`src/rtl/stack_ctrl_if.sv`:
```
// Command and memory bundle for the stack controller.
// The slave side is the controller itself; the master side is its environment
// (the stack unit's control logic driving commands and the memory instance
// returning read data).
interface stack_ctrl_if #(
    parameter int N        = 1024,
    parameter int M        = 32,
    parameter int IND_SIZE = $clog2(N)
);
    // Command side
    logic                req;
    logic [1:0]          op;
    logic [M-1:0]        dato_in;
    logic                busy;
    logic                done;
    logic                errore;
    logic [M-1:0]        dato_out1;
    logic [M-1:0]        dato_out2;
    logic [IND_SIZE:0]   sp;

    // Memory side
    logic [IND_SIZE-1:0] mem_ind1;
    logic [IND_SIZE-1:0] mem_ind2;
    logic [M-1:0]        mem_in;
    logic                mem_beta;
    logic [M-1:0]        mem_out1;
    logic [M-1:0]        mem_out2;

    modport master (
        output req, op, dato_in, mem_out1, mem_out2,
        input  busy, done, errore, dato_out1, dato_out2, sp,
        input  mem_ind1, mem_ind2, mem_in, mem_beta
    );

    modport slave (
        input  req, op, dato_in, mem_out1, mem_out2,
        output busy, done, errore, dato_out1, dato_out2, sp,
        output mem_ind1, mem_ind2, mem_in, mem_beta
    );
endinterface

```
`src/rtl/stack_ctrl.sv`:
```
// Stack controller: accepts PUSH/POP/TOP/POP2 commands, keeps the stack
// pointer, drives a dual-port memory (port 1 read/write, port 2 read-only)
// and holds read addresses for ATTESA cycles before sampling read data.
module stack_ctrl #(
    parameter int N        = 1024,
    parameter int M        = 32,
    parameter int IND_SIZE = $clog2(N),
    parameter int ATTESA   = 8
) (
    input  logic         clock,
    input  logic         reset,
    stack_ctrl_if.slave  bus
);

    localparam int                CW       = $clog2(ATTESA + 1);
    localparam logic [CW-1:0]     CNT_LAST = CW'(ATTESA - 1);
    localparam logic [IND_SIZE:0] SP_MAX   = (IND_SIZE + 1)'(N);
    localparam logic [IND_SIZE:0] SP_ONE   = (IND_SIZE + 1)'(1);
    localparam logic [IND_SIZE:0] SP_TWO   = (IND_SIZE + 1)'(2);

    localparam logic [1:0] OP_PUSH = 2'b00;
    localparam logic [1:0] OP_POP  = 2'b01;
    localparam logic [1:0] OP_TOP  = 2'b10;
    localparam logic [1:0] OP_POP2 = 2'b11;

    typedef enum logic [1:0] {
        IDLE           = 2'd0,
        SCRIVI         = 2'd1,
        ATTESA_LETTURA = 2'd2,
        FINE           = 2'd3
    } state_t;

    state_t              state_q;
    logic [1:0]          op_q;
    logic [IND_SIZE:0]   sp_q;
    logic [CW-1:0]       cnt_q;
    logic                busy_q;
    logic                done_q;
    logic                errore_q;
    logic [M-1:0]        dato_out1_q;
    logic [M-1:0]        dato_out2_q;
    logic [IND_SIZE-1:0] ind1_q;
    logic [IND_SIZE-1:0] ind2_q;
    logic [M-1:0]        in_q;
    logic                beta_q;

    // Pointer arithmetic is one bit wider than an address, then truncated.
    logic [IND_SIZE:0]   sp_m1_s;
    logic [IND_SIZE:0]   sp_m2_s;
    logic                cond_ok_s;

    assign sp_m1_s = sp_q - SP_ONE;
    assign sp_m2_s = sp_q - SP_TWO;

    // Depth check for the command currently on the bus (overflow/underflow).
    always_comb begin
        cond_ok_s = 1'b0;
        case (bus.op)
            OP_PUSH:        cond_ok_s = (sp_q < SP_MAX);
            OP_POP, OP_TOP: cond_ok_s = (sp_q >= SP_ONE);
            OP_POP2:        cond_ok_s = (sp_q >= SP_TWO);
            default:        cond_ok_s = 1'b0;
        endcase
    end

    // Main controller FSM; every output comes straight from a register.
    always_ff @(posedge clock or posedge reset) begin
        if (reset) begin
            state_q     <= IDLE;
            op_q        <= 2'b00;
            sp_q        <= '0;
            cnt_q       <= '0;
            busy_q      <= 1'b0;
            done_q      <= 1'b0;
            errore_q    <= 1'b0;
            dato_out1_q <= '0;
            dato_out2_q <= '0;
            ind1_q      <= '0;
            ind2_q      <= '0;
            in_q        <= '0;
            beta_q      <= 1'b0;
        end else begin
            case (state_q)
                IDLE: begin
                    if (bus.req) begin
                        op_q   <= bus.op;
                        busy_q <= 1'b1;
                        if (!cond_ok_s) begin
                            // Rejected: report at once, leave memory signals alone.
                            errore_q <= 1'b1;
                            done_q   <= 1'b1;
                            state_q  <= FINE;
                        end else if (bus.op == OP_PUSH) begin
                            ind1_q  <= sp_q[IND_SIZE-1:0];
                            in_q    <= bus.dato_in;
                            beta_q  <= 1'b1;
                            state_q <= SCRIVI;
                        end else begin
                            ind1_q <= sp_m1_s[IND_SIZE-1:0];
                            if (bus.op == OP_POP2) begin
                                ind2_q <= sp_m2_s[IND_SIZE-1:0];
                            end
                            cnt_q   <= '0;
                            state_q <= ATTESA_LETTURA;
                        end
                    end
                end
                SCRIVI: begin
                    // The memory commits the word on this edge.
                    beta_q  <= 1'b0;
                    sp_q    <= sp_q + SP_ONE;
                    done_q  <= 1'b1;
                    state_q <= FINE;
                end
                ATTESA_LETTURA: begin
                    if (cnt_q == CNT_LAST) begin
                        dato_out1_q <= bus.mem_out1;
                        if (op_q == OP_POP2) begin
                            dato_out2_q <= bus.mem_out2;
                        end
                        case (op_q)
                            OP_POP:  sp_q <= sp_m1_s;
                            OP_POP2: sp_q <= sp_m2_s;
                            default: sp_q <= sp_q;
                        endcase
                        done_q  <= 1'b1;
                        state_q <= FINE;
                    end else begin
                        cnt_q <= cnt_q + CW'(1);
                    end
                end
                FINE: begin
                    done_q   <= 1'b0;
                    errore_q <= 1'b0;
                    busy_q   <= 1'b0;
                    state_q  <= IDLE;
                end
                default: begin
                    beta_q  <= 1'b0;
                    done_q  <= 1'b0;
                    busy_q  <= 1'b0;
                    state_q <= IDLE;
                end
            endcase
        end
    end

    assign bus.busy      = busy_q;
    assign bus.done      = done_q;
    assign bus.errore    = errore_q;
    assign bus.dato_out1 = dato_out1_q;
    assign bus.dato_out2 = dato_out2_q;
    assign bus.sp        = sp_q;
    assign bus.mem_ind1  = ind1_q;
    assign bus.mem_ind2  = ind2_q;
    assign bus.mem_in    = in_q;
    assign bus.mem_beta  = beta_q;

endmodule

```
`src/flat_wrapper.sv`:
```
// flat-port wrapper written by rule: the top's interface ports become plain ports
module stack_ctrl_flat 
#(
    parameter int N        = 1024,
    parameter int M        = 32,
    parameter int IND_SIZE = $clog2(N),
    parameter int ATTESA   = 8
)
  (clock, reset, bus_req, bus_op, bus_dato_in, bus_mem_out1, bus_mem_out2, bus_busy, bus_done, bus_errore, bus_dato_out1, bus_dato_out2, bus_sp, bus_mem_ind1, bus_mem_ind2, bus_mem_in, bus_mem_beta);
  stack_ctrl_if #(.N(N), .M(M), .IND_SIZE(IND_SIZE)) bus_i ();
  input  logic clock;
  input  logic reset;
  input wire logic [$bits(bus_i.req)-1:0] bus_req;
  input wire logic [$bits(bus_i.op)-1:0] bus_op;
  input wire logic [$bits(bus_i.dato_in)-1:0] bus_dato_in;
  input wire logic [$bits(bus_i.mem_out1)-1:0] bus_mem_out1;
  input wire logic [$bits(bus_i.mem_out2)-1:0] bus_mem_out2;
  output wire logic [$bits(bus_i.busy)-1:0] bus_busy;
  output wire logic [$bits(bus_i.done)-1:0] bus_done;
  output wire logic [$bits(bus_i.errore)-1:0] bus_errore;
  output wire logic [$bits(bus_i.dato_out1)-1:0] bus_dato_out1;
  output wire logic [$bits(bus_i.dato_out2)-1:0] bus_dato_out2;
  output wire logic [$bits(bus_i.sp)-1:0] bus_sp;
  output wire logic [$bits(bus_i.mem_ind1)-1:0] bus_mem_ind1;
  output wire logic [$bits(bus_i.mem_ind2)-1:0] bus_mem_ind2;
  output wire logic [$bits(bus_i.mem_in)-1:0] bus_mem_in;
  output wire logic [$bits(bus_i.mem_beta)-1:0] bus_mem_beta;
  assign bus_i.req = bus_req;
  assign bus_i.op = bus_op;
  assign bus_i.dato_in = bus_dato_in;
  assign bus_i.mem_out1 = bus_mem_out1;
  assign bus_i.mem_out2 = bus_mem_out2;
  assign bus_busy = bus_i.busy;
  assign bus_done = bus_i.done;
  assign bus_errore = bus_i.errore;
  assign bus_dato_out1 = bus_i.dato_out1;
  assign bus_dato_out2 = bus_i.dato_out2;
  assign bus_sp = bus_i.sp;
  assign bus_mem_ind1 = bus_i.mem_ind1;
  assign bus_mem_ind2 = bus_i.mem_ind2;
  assign bus_mem_in = bus_i.mem_in;
  assign bus_mem_beta = bus_i.mem_beta;
  stack_ctrl #(.N(N), .M(M), .IND_SIZE(IND_SIZE), .ATTESA(ATTESA)) u_core (.clock(clock), .reset(reset), .bus(bus_i));
endmodule
```
`config.mk`:
```
export PLATFORM = sky130hd
export DESIGN_NAME = stack_ctrl_flat
export DESIGN_NICKNAME = d
export VERILOG_FILES = /design/src/rtl/stack_ctrl_if.sv /design/src/rtl/stack_ctrl.sv /design/src/flat_wrapper.sv
export SDC_FILE = /design/constraint.sdc
export NUM_CORES = 1
export LEC_CHECK = 0
export ABC_AREA = 1
export BUFFER_PORTS_ARGS = -buffer_cell sky130_fd_sc_hd__buf_2
export CAP_MARGIN = 20
export CORE_MARGIN = 2
export CORE_UTILIZATION = 54
export DETAILED_ROUTE_END_ITERATION = 8
export MAX_ROUTING_LAYER = met4
export PLACE_DENSITY = 0.86
export SLEW_MARGIN = 20
export SYNTH_ARGS = -nofsm -noshare
export SYNTH_HDL_FRONTEND = slang
export SYNTH_SLANG_ARGS = --single-unit
```
`constraint.sdc`:
```
create_clock -name clock -period 12.5 [get_ports clock]
set_clock_uncertainty 0.2 [all_clocks]
set_input_delay 1.25 -clock clock [delete_from_list [all_inputs] [get_ports clock]]
set_output_delay 1.25 -clock clock [all_outputs]
set_load 0.02 [all_outputs]
```
## Word-level counts from Yosys, hierarchy flattened

Index checks and enable logic that the tools add are counted.

| word-level totals | value |
|---|---|
| flip-flop bits (word level) | 139 |
| output and inout port bits | 131 |
| logic and storage cells | 84 |
| bits of input ports | 101 |

| cells by class | value |
|---|---|
| reduce and logical (&&, ||, !) cells | 20 |
| muxes and demuxes | 26 |
| magnitude comparators | 3 |
| $add $sub $neg | 4 |
| bitwise operators | 1 |
| eq/ne operators | 17 |

Operators by type and width:

| kind | number |
|---|---|
| one-hot mux 11 bit (2 select lines) | 2 |
| 2-to-1 mux 4 bit | 4 |
| AND reduction 3 bit | 5 |
| adder 11 x 1 -> 11 bit (second input constant) | 1 |
| greater-or-equal comparator 11 x 1 -> 1 bit (second input constant) | 1 |
| greater-or-equal comparator 11 x 2 -> 1 bit (second input constant) | 1 |
| < comparator 11 bit (second input constant) | 1 |
| 2-to-1 mux 11 bit | 1 |
| subtractor 11 x 1 -> 11 bit (second input constant) | 1 |
| subtractor 11 x 2 -> 11 bit (second input constant) | 1 |
| == test 2 bit (second input constant) | 5 |
| 2-to-1 mux 10 bit | 1 |
| AND reduction 5 bit | 2 |
| 2-to-1 mux 2 bit | 4 |
| inequality test 2 bit (second input constant) | 4 |
| one-hot mux 2 bit (4 select lines) | 1 |
| one-hot mux 4 bit (2 select lines) | 1 |
| AND reduction 2 bit | 4 |
| AND reduction 4 bit | 2 |
| nonzero test 2 bit | 4 |
| 2-to-1 mux 1 bit | 7 |
| == test 2 x 1 -> 1 bit (second input constant) | 3 |
| inequality test 2 x 1 -> 1 bit (second input constant) | 3 |
| one-hot mux 1 bit (2 select lines) | 3 |
| 8 further kinds | 9 |

## Depth between registers and ports, before layout

Gate-level depths: netlist (run 1).

| depth | value |
|---|---|
| depth after elaboration | 6 |
| depth in mapped cells | 14 |
| depth with buffers taken out | 13 |

## Least setup slack after synthesis (run 1)

OpenSTA, ideal clock, no wires.

| path | value |
|---|---|
| path kind | input to register |
| start | input port bus_op[0] |
| end | register u_core.ind1_q[1] (netlist: u_core.bus.mem_ind1[1]) |
| path buffers | 1 |
| setup time | 0.120 ns |
| stages on the path | 10 |
| required time | 12.180 ns |
| path slack | 9.777 ns |
| arrival time | 2.402 ns |
| cell sequence | inv_1 ha_1 inv_2 nor2_1 inv_1 nand3_4 nand2_8 buf_8 o21ai_1 nand2_1 |

| between the ends | value |
|---|---|
| word-level cells in the longest chain between the ends | 4 |
| elaborated cells on any way between the ends | 8 |
| those cells by class | 3 x eq/ne; 2 x mux; 3 x reduce/logical |

RTL lines:

| what | RTL line | RTL |
|---|---|---|
| from (decl) | flat_wrapper.sv:14 | `input wire logic [$bits(bus_i.op)-1:0] bus_op;` |
| == test 2 x 1 -> 1 bit or == test 2 bit (tied branches) | stack_ctrl.sv:58 | `case (bus.op)` |
| OR reduction 2 bit | stack_ctrl.sv:58 |  |
| one-hot mux 1 bit (3 select lines) | stack_ctrl.sv:58 |  |
| AND reduction 3 bit (no source line) | n/a |  |
| to (signal assigned) | stack_ctrl.sv:94 | `ind1_q <= sp_q[IND_SIZE-1:0];` |
| to (signal assigned) | stack_ctrl.sv:99 | `ind1_q <= sp_m1_s[IND_SIZE-1:0];` |
| to (decl) | stack_ctrl.sv:42 | `logic [IND_SIZE-1:0] ind1_q;` |

Several ways; a longest one is shown, not always the timed one.
A chain may end at the register's enable or synchronous reset.

## Worst setup path in the final report (run 1)

| path | value |
|---|---|
| start | input port bus_op[0] |
| end | register u_core.in_q[28] (netlist: u_core.bus.mem_in[28]) |

| between the ends | value |
|---|---|
| word-level cells in the longest chain between the ends | 4 |
| elaborated cells on any way between the ends | 7 |
| those cells by class | 3 x eq/ne; 1 x mux; 3 x reduce/logical |

RTL lines:

| what | RTL line | RTL |
|---|---|---|
| == test 2 x 1 -> 1 bit or == test 2 bit (tied branches) | stack_ctrl.sv:58 |  |
| OR reduction 2 bit | stack_ctrl.sv:58 |  |
| one-hot mux 1 bit (3 select lines) | stack_ctrl.sv:58 |  |
| AND reduction 4 bit (no source line) (*) | n/a |  |
| to (signal assigned) | stack_ctrl.sv:95 | `in_q <= bus.dato_in;` |
| to (decl) | stack_ctrl.sv:44 | `logic [M-1:0] in_q;` |

Mark *: on every way between the ends. The rest lies on a longest branch, timed or not.

==> summary.txt, run 1 <==
Status
  – Status: complete, no violations

Detailed routing
  – First drt pass iteration count: 7
  – DR WL/cell: 17.1 um
  – Initial drt markers: 428
  – Antenna-violating nets left: 0
  – Routed via count: 5127
  – DR vias/cell: 5.32
  – DR DRC count: 0
  – WL final: 16500 um

Floorplanning
  – Total Die Area: 12700 um2
  – Initial Util: 55.8%
  – Die Y: 113 um
  – Top Ports: 232
  – Core footprint: 11500 um2
  – FP Rows: 39
  – Die X: 113 um

GRT
  – First-pass GRT wire length: 26300 um
  – GRT Total Usage: 27.3%
  – Total grt overflow: 0
  – Initial antenna violation count: 0
  – Number of global-route vias before repair: 5205
  – Pin count of the biggest net entering global routing: 87

Timing
  – Fmax: 324 MHz
  – Unrepaired setup endpoints after global routing: no
  – Worst Tran Pin Value: 0.774 ns
  – Final hold violation count: 0
  – Period Utilization, post-route: 24.7%
  – Final Setup Violations: 0
  – Final Max Tran Viols: 0
  – Total negative slack: 0 ns
  – Crit path time final: 3.09 ns
  – Slew HR: 48.4%

Yosys
  – Top-count cell post-synth: dfrtp_1
  – Seq cells post-synth: 139
  – Synth Area in XOR/XNOR: 2.05%
  – Post-synth cell types: 39
  – Top_reg_cell synth: dfrtp_1
  – Largest family of logic cells by synthesized area: multiplexers
  – Commonest cells post-synth: dfrtp_1 (139), nand2_1 (105), mux2_2 (87)
  – Ys Warns: 0
  – Fraction of registers with async set/reset: 100%
  – EDFF count, synth: 0
  – Post-synth top area share: 54.4%
  – Synth Area in Simple Gates: 12.5%
  – Ranking of synthesized cells by area: dfrtp_1 (54%), mux2_2 (15%), nand2_1 (6.2%)
  – Mapped Cells: 576
  – Mapped cell area: 6390 um2
  – Post-synthesis sequential area ratio: 54.4%
  – Post-synthesis compound-gate area fraction: 6.36%
  – Synthesized area per cell: 11.1 um2
  – Post-Synth Adder-Cell Area: 2.74%
  – Cell taking the most area after synthesis: dfrtp_1
  – Synthesized Nets: 691
  – Mux share of post-synthesis cell area: 16.9%

Critical path
  – Startpoint types: primary input
  – Kind of critical path: in2reg
  – CP peak stage delay: 0.47 ns
  – Maximum fanout along the worst path: 32
  – Arrival time at the worst endpoint: 3.18 ns
  – R2R setup slack: 9.67 ns
  – Worst Path Required: 12.59 ns
  – Slowest CP cell: nand2_2
  – Critical path endpoint category: flop
  – Worst path cell trace: buf_2, inv_1, ha_1, inv_2, nor2_1, nand2_2, mux2_1

Clock tree
  – CTS tree: built
  – Worst-path clk slew: 0.06 ns
  – CTS resizes: 0
  – Clock sink count: 139
  – Post-CTS setup buffer count: 0
  – CTS root buffer: clkbuf_16
  – H-tree Lvls: 4
  – CTS max path bufs: 2
  – Num CTS Buffers: 17
  – CTS Hold Bufs: 0
  – Clk_lat worst skew: 0.42 ns

Place
  – IO Port Bufs: 231
  – HPWL after DPL: 12300 um
  – RePlAce Congestion: 0.985

Flow run
  – # Max-Cap Violations: 0

Power
  – Leakage Power: 4.27 nW
  – PnR Total Power: 1.84 mW
  – VDD IR max: 0.000178 V
  – PwrDens: 225 nW/um2

Finish
  – Layout area overhead: 27.8%
  – Final nets: 923
  – Layout cells sized above 1: 45.9%
  – Number of diodes: 0

Hold path
  – Path category of the worst min-delay check: reg2reg
## cell families (layout without fill, tap and decap cells)
kind of cell | after synthesis | after routing
adders and majority gates | 14 | 14
muxes | 96 | 96
AOI/OAI and AO/OA | 72 | 72
DFF | 139 | 139
buffers and inverters | 65 | 310
xor gates and xnor gates | 15 | 15
and+or+nand+nor | 175 | 175
## flip-flops by register name, indices dropped and copies added (netlist names)
signal and count:
u_core.state_q 2, u_core.op_q 2, u_core.bus.errore 1, u_core.bus.mem_in 32, u_core.bus.sp 11, u_core.bus.dato_out1 32, u_core.bus.mem_beta 1, u_core.bus.mem_ind1 10
u_core.bus.done 1, u_core.bus.mem_ind2 10, u_core.bus.dato_out2 32, u_core.bus.busy 1, u_core.cnt_q 4
## worst paths after layout
check,startpoint,endpoint,cells after the start
worst min register to register,u_core.bus.mem_ind1[3],u_core.bus.mem_ind1[3],2
max in group asynchronous,reset,u_core.cnt_q[1],3
worst min-delay path,u_core.bus.mem_ind1[3],u_core.bus.mem_ind1[3],2
min in group asynchronous,reset,u_core.bus.dato_out2[31],2
worst max register to register,u_core.state_q[0],u_core.bus.sp[6],10
worst max-delay path,bus_op[0],u_core.bus.mem_in[28],7
## layer usage
layer  global-route usage, %  share of wire [%]  up-vias
li1                        -                  -     2397
met1                    31.6                 39     2479
met2                    45.8                 52      222
met3                    7.34                7.0       29
met4                    10.2                2.7        0
met5                       -                  0        -
## critical path: cells and delay by family
| family | cells | cell delay [ns] |
|---|---|---|
| AND/OR/NAND/NOR | 2 | 0.72 |
| multiplexers | 1 | 0.47 |
| adder cells (fa/ha/maj) | 1 | 0.41 |
| buffers and inverters | 3 | 0.33 |
## cell type report
type,count,area (um2)
Clock buffer,19,453
Clock inverter,13,115
Fill cell,836,3290
Inverter,44,170
Multi-Input combinational cell,372,2590
Sequential cell,139,3480
Tap cell,143,179
Timing Repair Buffer,234,1180
## report_power, final
part           total (mW)  internal, mW  switching [mW]  leakage [nW]
registers           0.646         0.560          0.0853          1.71
clock network       0.477         0.285           0.193         0.284
logic               0.718         0.248           0.470          2.28
total                1.84          1.09           0.747          4.27
## stage by stage
| step | worst slack [ns] | cell area (um2) | cells | util (%) | hold WS (ns) |
|---|---|---|---|---|---|
| 3_5_place_dp | 9.01 | 7600 | 932 | 66.3 | 0.267 |
| 2_1_floorplan | 7.33 | 6390 | 576 | - | 0.267 |
| 4_1_cts | 9.44 | 8170 | 964 | 71.2 | 0.279 |
| 3_3_place_gp | 9.08 | 7600 | 932 | 66.3 | 0.266 |
| 6_report | 9.41 | 8170 | 964 | 71.3 | 0.277 |
| 5_1_grt | 9.21 | 8170 | 964 | 71.3 | 0.300 |
## placed cells by master, fill, tap and decap left out, types with 2 or more instances in the layout
| master | count |
|---|---|
| o22ai_1 | 6 |
| nor2_4 | 2 |
| xnor2_1 | 3 |
| o31ai_1 | 2 |
| a32oi_1 | 2 |
| o211ai_1 | 2 |
| dfrtp_1 | 139 |
| a21oi_1 | 9 |
| buf_2 | 231 |
| nand4_1 | 2 |
| nand2_2 | 4 |
| o21ai_0 | 22 |
| nand3_1 | 15 |
| clkinv_2 | 5 |
| nor3_1 | 3 |
| nand3_2 | 2 |
| nand2_4 | 3 |
| inv_2 | 6 |
| a22oi_1 | 5 |
| ha_1 | 14 |
| nor2_1 | 34 |
| o21ai_1 | 21 |
| xor2_1 | 12 |
| mux2_2 | 87 |
| clkbuf_16 | 17 |
| buf_4 | 2 |
| inv_1 | 36 |
| inv_6 | 3 |
| nand2_1 | 105 |
| inv_4 | 2 |
| clkinv_4 | 3 |
| clkbuf_8 | 2 |
| mux2_1 | 9 |
(Power assumes the default switching activity.)
==> run 2: changes to the inputs <==
- CORE_UTILIZATION: 54 -> 45
- PLACE_DENSITY: 0.86 -> 0.77
- clock period: 12.5 -> 2.8 ns (I/O delays scaled with it)
==> run 2 against run 1 <==
Effect of this change:
- final area up 15%
- sequential share of layout area down 5.4 points
- utilization down 3.8 points
- routed wire length up 15%
- first-iteration DRC count down 36%
- clock power rose to 5.1 times the previous value
- combinational power rose to 4.7 times the previous value
- count of clock-buffer cells in the layout down 2
- hold slack worse by 0.21 ns
- final cell count up 15%
- non-clock buffer count up 108
- critical path type unchanged
- largest power group unchanged
==> summary.txt, run 2 (synthesized netlist as in run 1, its figures left out) <==
Clock tree
  – Clock sink count: 139 (unchanged)
  – H-tree Lvls: 4 (unchanged)
  – CTS tree: built (unchanged)
  – CTS root buffer: clkbuf_16 (unchanged)
  – Clk_lat worst skew: 0.41 ns (was 0.42 ns)
  – Worst-path clk slew: 0.06 ns (about the same)
  – Num CTS Buffers: 17 (unchanged)
  – CTS max path bufs: 2 (unchanged)

Critical path
  – Maximum fanout along the worst path: 20 (was 32)
  – Startpoint types: primary input (unchanged)
  – Worst path cell trace: dlygate4sd3_1, buf_2, inv_1, ha_1, inv_2, nor2_1, inv_1, nand3_4, nand3_2, nand2_1, o21ai_1 (was buf_2, inv_1, ha_1, inv_2, nor2_1, nand2_2, mux2_1)
  – Most frequent CP cell: inv_1
  – Worst Path Required: 2.89 ns (was 12.59 ns)
  – Critical path endpoint category: flop (unchanged)
  – Arrival time at the worst endpoint: 2.66 ns (was 3.18 ns)
  – Slowest CP cell: dlygate4sd3_1 (was nand2_2)
  – Kind of critical path: in2reg (unchanged)
  – CP peak stage delay: 0.53 ns (was 0.47 ns)
  – Bufs and invs on worst path: 5 (was 3)
  – Crit path max-delay family: buffers and inverters (was simple AND/OR/NAND/NOR gates)

Place
  – IO Port Bufs: 231 (unchanged)
  – RePlAce Congestion: 0.978 (was 0.985)
  – HPWL after DPL: 12200 um (was 12300 um)
  – Cell Area, Placed: 7730 um2 (was 7600 um2)

Power
  – Clock power frac: 28.0% (was 25.9%)
  – Sequential power share: 33.1% (was 35.1%)
  – Combinational power share: 38.8% (was 39.0%)
  – VDD IR max: 0.000585 V (was 0.000178 V)
  – Net Sw Frac: 39.5% (was 40.6%)
  – Int Power: 5.26 mW (was 1.09 mW)
  – PwrDens: 927 nW/um2 (was 225 nW/um2)
  – Psw: 3.43 mW (was 747 uW)
  – Leakage Power: 4.75 nW (was 4.27 nW)

Detailed routing
  – Met2 Wirelength: 9830 um (was 8500 um)
  – DR WL/cell: 17.0 um (was 17.1 um)
  – Initial drt markers: 273 (was 428)
  – Routed via count: 5537 (was 5127)
  – First drt pass iteration count: 4 (was 7)
  – DR vias/cell: 4.98 (was 5.32)
  – WL final: 18900 um (was 16500 um)
  – Met3 Wirelength: 1330 um (was 1150 um)
  – Antenna-violating nets left: 0 (unchanged)
  – M1 WL: 6930 um (was 6360 um)
  – Highest routed layer: met4 (unchanged)
  – DR DRC count: 0 (unchanged)

GRT
  – Initial antenna violation count: 2 (was 0)
  – Number of global-route vias before repair: 5602 (was 5205)
  – GRT Total Usage: 25.4% (was 27.3%)
  – Total grt overflow: 0 (unchanged)
  – First-pass GRT wire length: 28600 um (was 26300 um)
  – Pin count of the biggest net entering global routing: 76 (was 87)

Finish
  – Layout cells sized above 1: 41.6% (was 45.9%)
  – Fillers: 1012 (was 836)
  – Commonest non-fill, non-tap cell in the layout: buf_2 (unchanged)
  – Most frequent cells in the layout: buf_2 (231), dfrtp_1 (139), nand2_1 (105) (unchanged)
  – Layout area overhead: 46.4% (was 27.8%)
  – Final instance area: 9360 um2 (was 8170 um2)
  – Final nets: 1031 (was 923)

Floorplanning
  – Core footprint: 13900 um2 (was 11500 um2)
  – Die X: 123 um (was 113 um)
  – Top Ports: 232 (unchanged)
  – Initial Util: 46.1% (was 55.8%)
  – Die Y: 123 um (was 113 um)
  – FP Rows: 43 (was 39)
  – Total Die Area: 15200 um2 (was 12700 um2)

Timing
  – Period Utilization, post-route: 91.8%
  – Unrepaired setup endpoints after global routing: no (unchanged)
  – Final Max Tran Viols: 0 (unchanged)
  – Fmax: 389 MHz
  – Worst Tran Pin Value: 0.676 ns (was 0.774 ns)
  – Crit path time final: 2.57 ns
  – Slew HR: 54.9% (was 48.4%)
  – Final Setup Violations: 0 (unchanged)
  – Final hold violation count: 0 (unchanged)
  – Total negative slack: 0 ns (unchanged)

Flow run
  – # Max-Cap Violations: 0 (unchanged)

Hold path
  – Path category of the worst min-delay check: in2reg (was reg2reg)

Status
  – Status: complete, no violations (unchanged)
run 2: per-stage QoR:
stage               hold WS [ns]  setup slack (ns)  instances  utilization (%)  total power, mW
global route              0.0859            0.0280       1111             67.5             9.22
floorplan                  0.212             0.585        576                -             5.05
detailed placement         0.211             0.336        978             55.7             6.10
global placement           0.218             0.437        978             55.7             6.04
finish                    0.0650             0.229       1111             67.5             8.68
CTS                       0.0620             0.232       1109             67.4             8.66
run 2: final cells by class:
type | instances | area (um2) | area share (%)
antenna | 2 | 5.00 | 0.0535
timing repair buffer | 342 | 2250 | 24.0
clock inverter | 15 | 213 | 2.27
clock buffer | 17 | 425 | 4.54
multi-input combinational | 372 | 2590 | 27.7
inverter | 44 | 171 | 1.83
sequential | 139 | 3480 | 37.2
tap | 180 | 225 | 2.41
run 2: worst register-to-register path, stage by stage, from the launching register on:
cell and delay [ns]:
dfrtp_1 0.54, inv_1 0.15, ha_1 0.22, nand2_1 0.09, nand2_1 0.12, nor3_2 0.21
nand2_1 0.08, nand3_2 0.09, nand3_4 0.11, nand3_2 0.31, nand2_1 0.11, o21ai_1 0.09
run 2: repair_timing:
item / 4_1_cts / 5_1_grt
hold buffers: 99 / 0
resized for setup: 0 / 0
setup buffers: 0 / 0
endpoints found under the hold margin: 126 / 0
run 2: power groups by stage:
stage / clock [mW] / combinational, mW / sequential, mW
2_1_floorplan: 0 / 1.68 / 3.37
3_3_place_gp: 0 / 3.18 / 2.86
3_5_place_dp: 0 / 3.21 / 2.88
4_1_cts: 2.47 / 3.34 / 2.85
5_1_grt: 2.57 / 3.70 / 2.94
6_report: 2.43 / 3.37 / 2.88
run 2: worst paths after layout:
kind                                              from                  endpoint  slack, ns  cells past startpoint
min in group asynchronous                        reset   u_core.bus.dato_out2[8]       0.33                      3
max in group asynchronous                        reset  u_core.bus.dato_out1[31]       1.29                      4
worst max register to register        u_core.bus.sp[2]    u_core.bus.mem_ind2[1]       0.39                     11
worst min register to register  u_core.bus.mem_ind1[4]    u_core.bus.mem_ind1[4]       0.27                      2
worst max-delay path                         bus_op[0]    u_core.bus.mem_ind2[1]       0.23                     11
worst min-delay path                           bus_req       u_core.bus.mem_beta       0.06                      4
run 2: routing by layer:
layer / global-route usage (%) / up-vias
met5: - / -
met4: 13.3 / 0
met3: 5.40 / 58
met2: 43.5 / 238
met1: 27.8 / 2635
li1: - / 2606
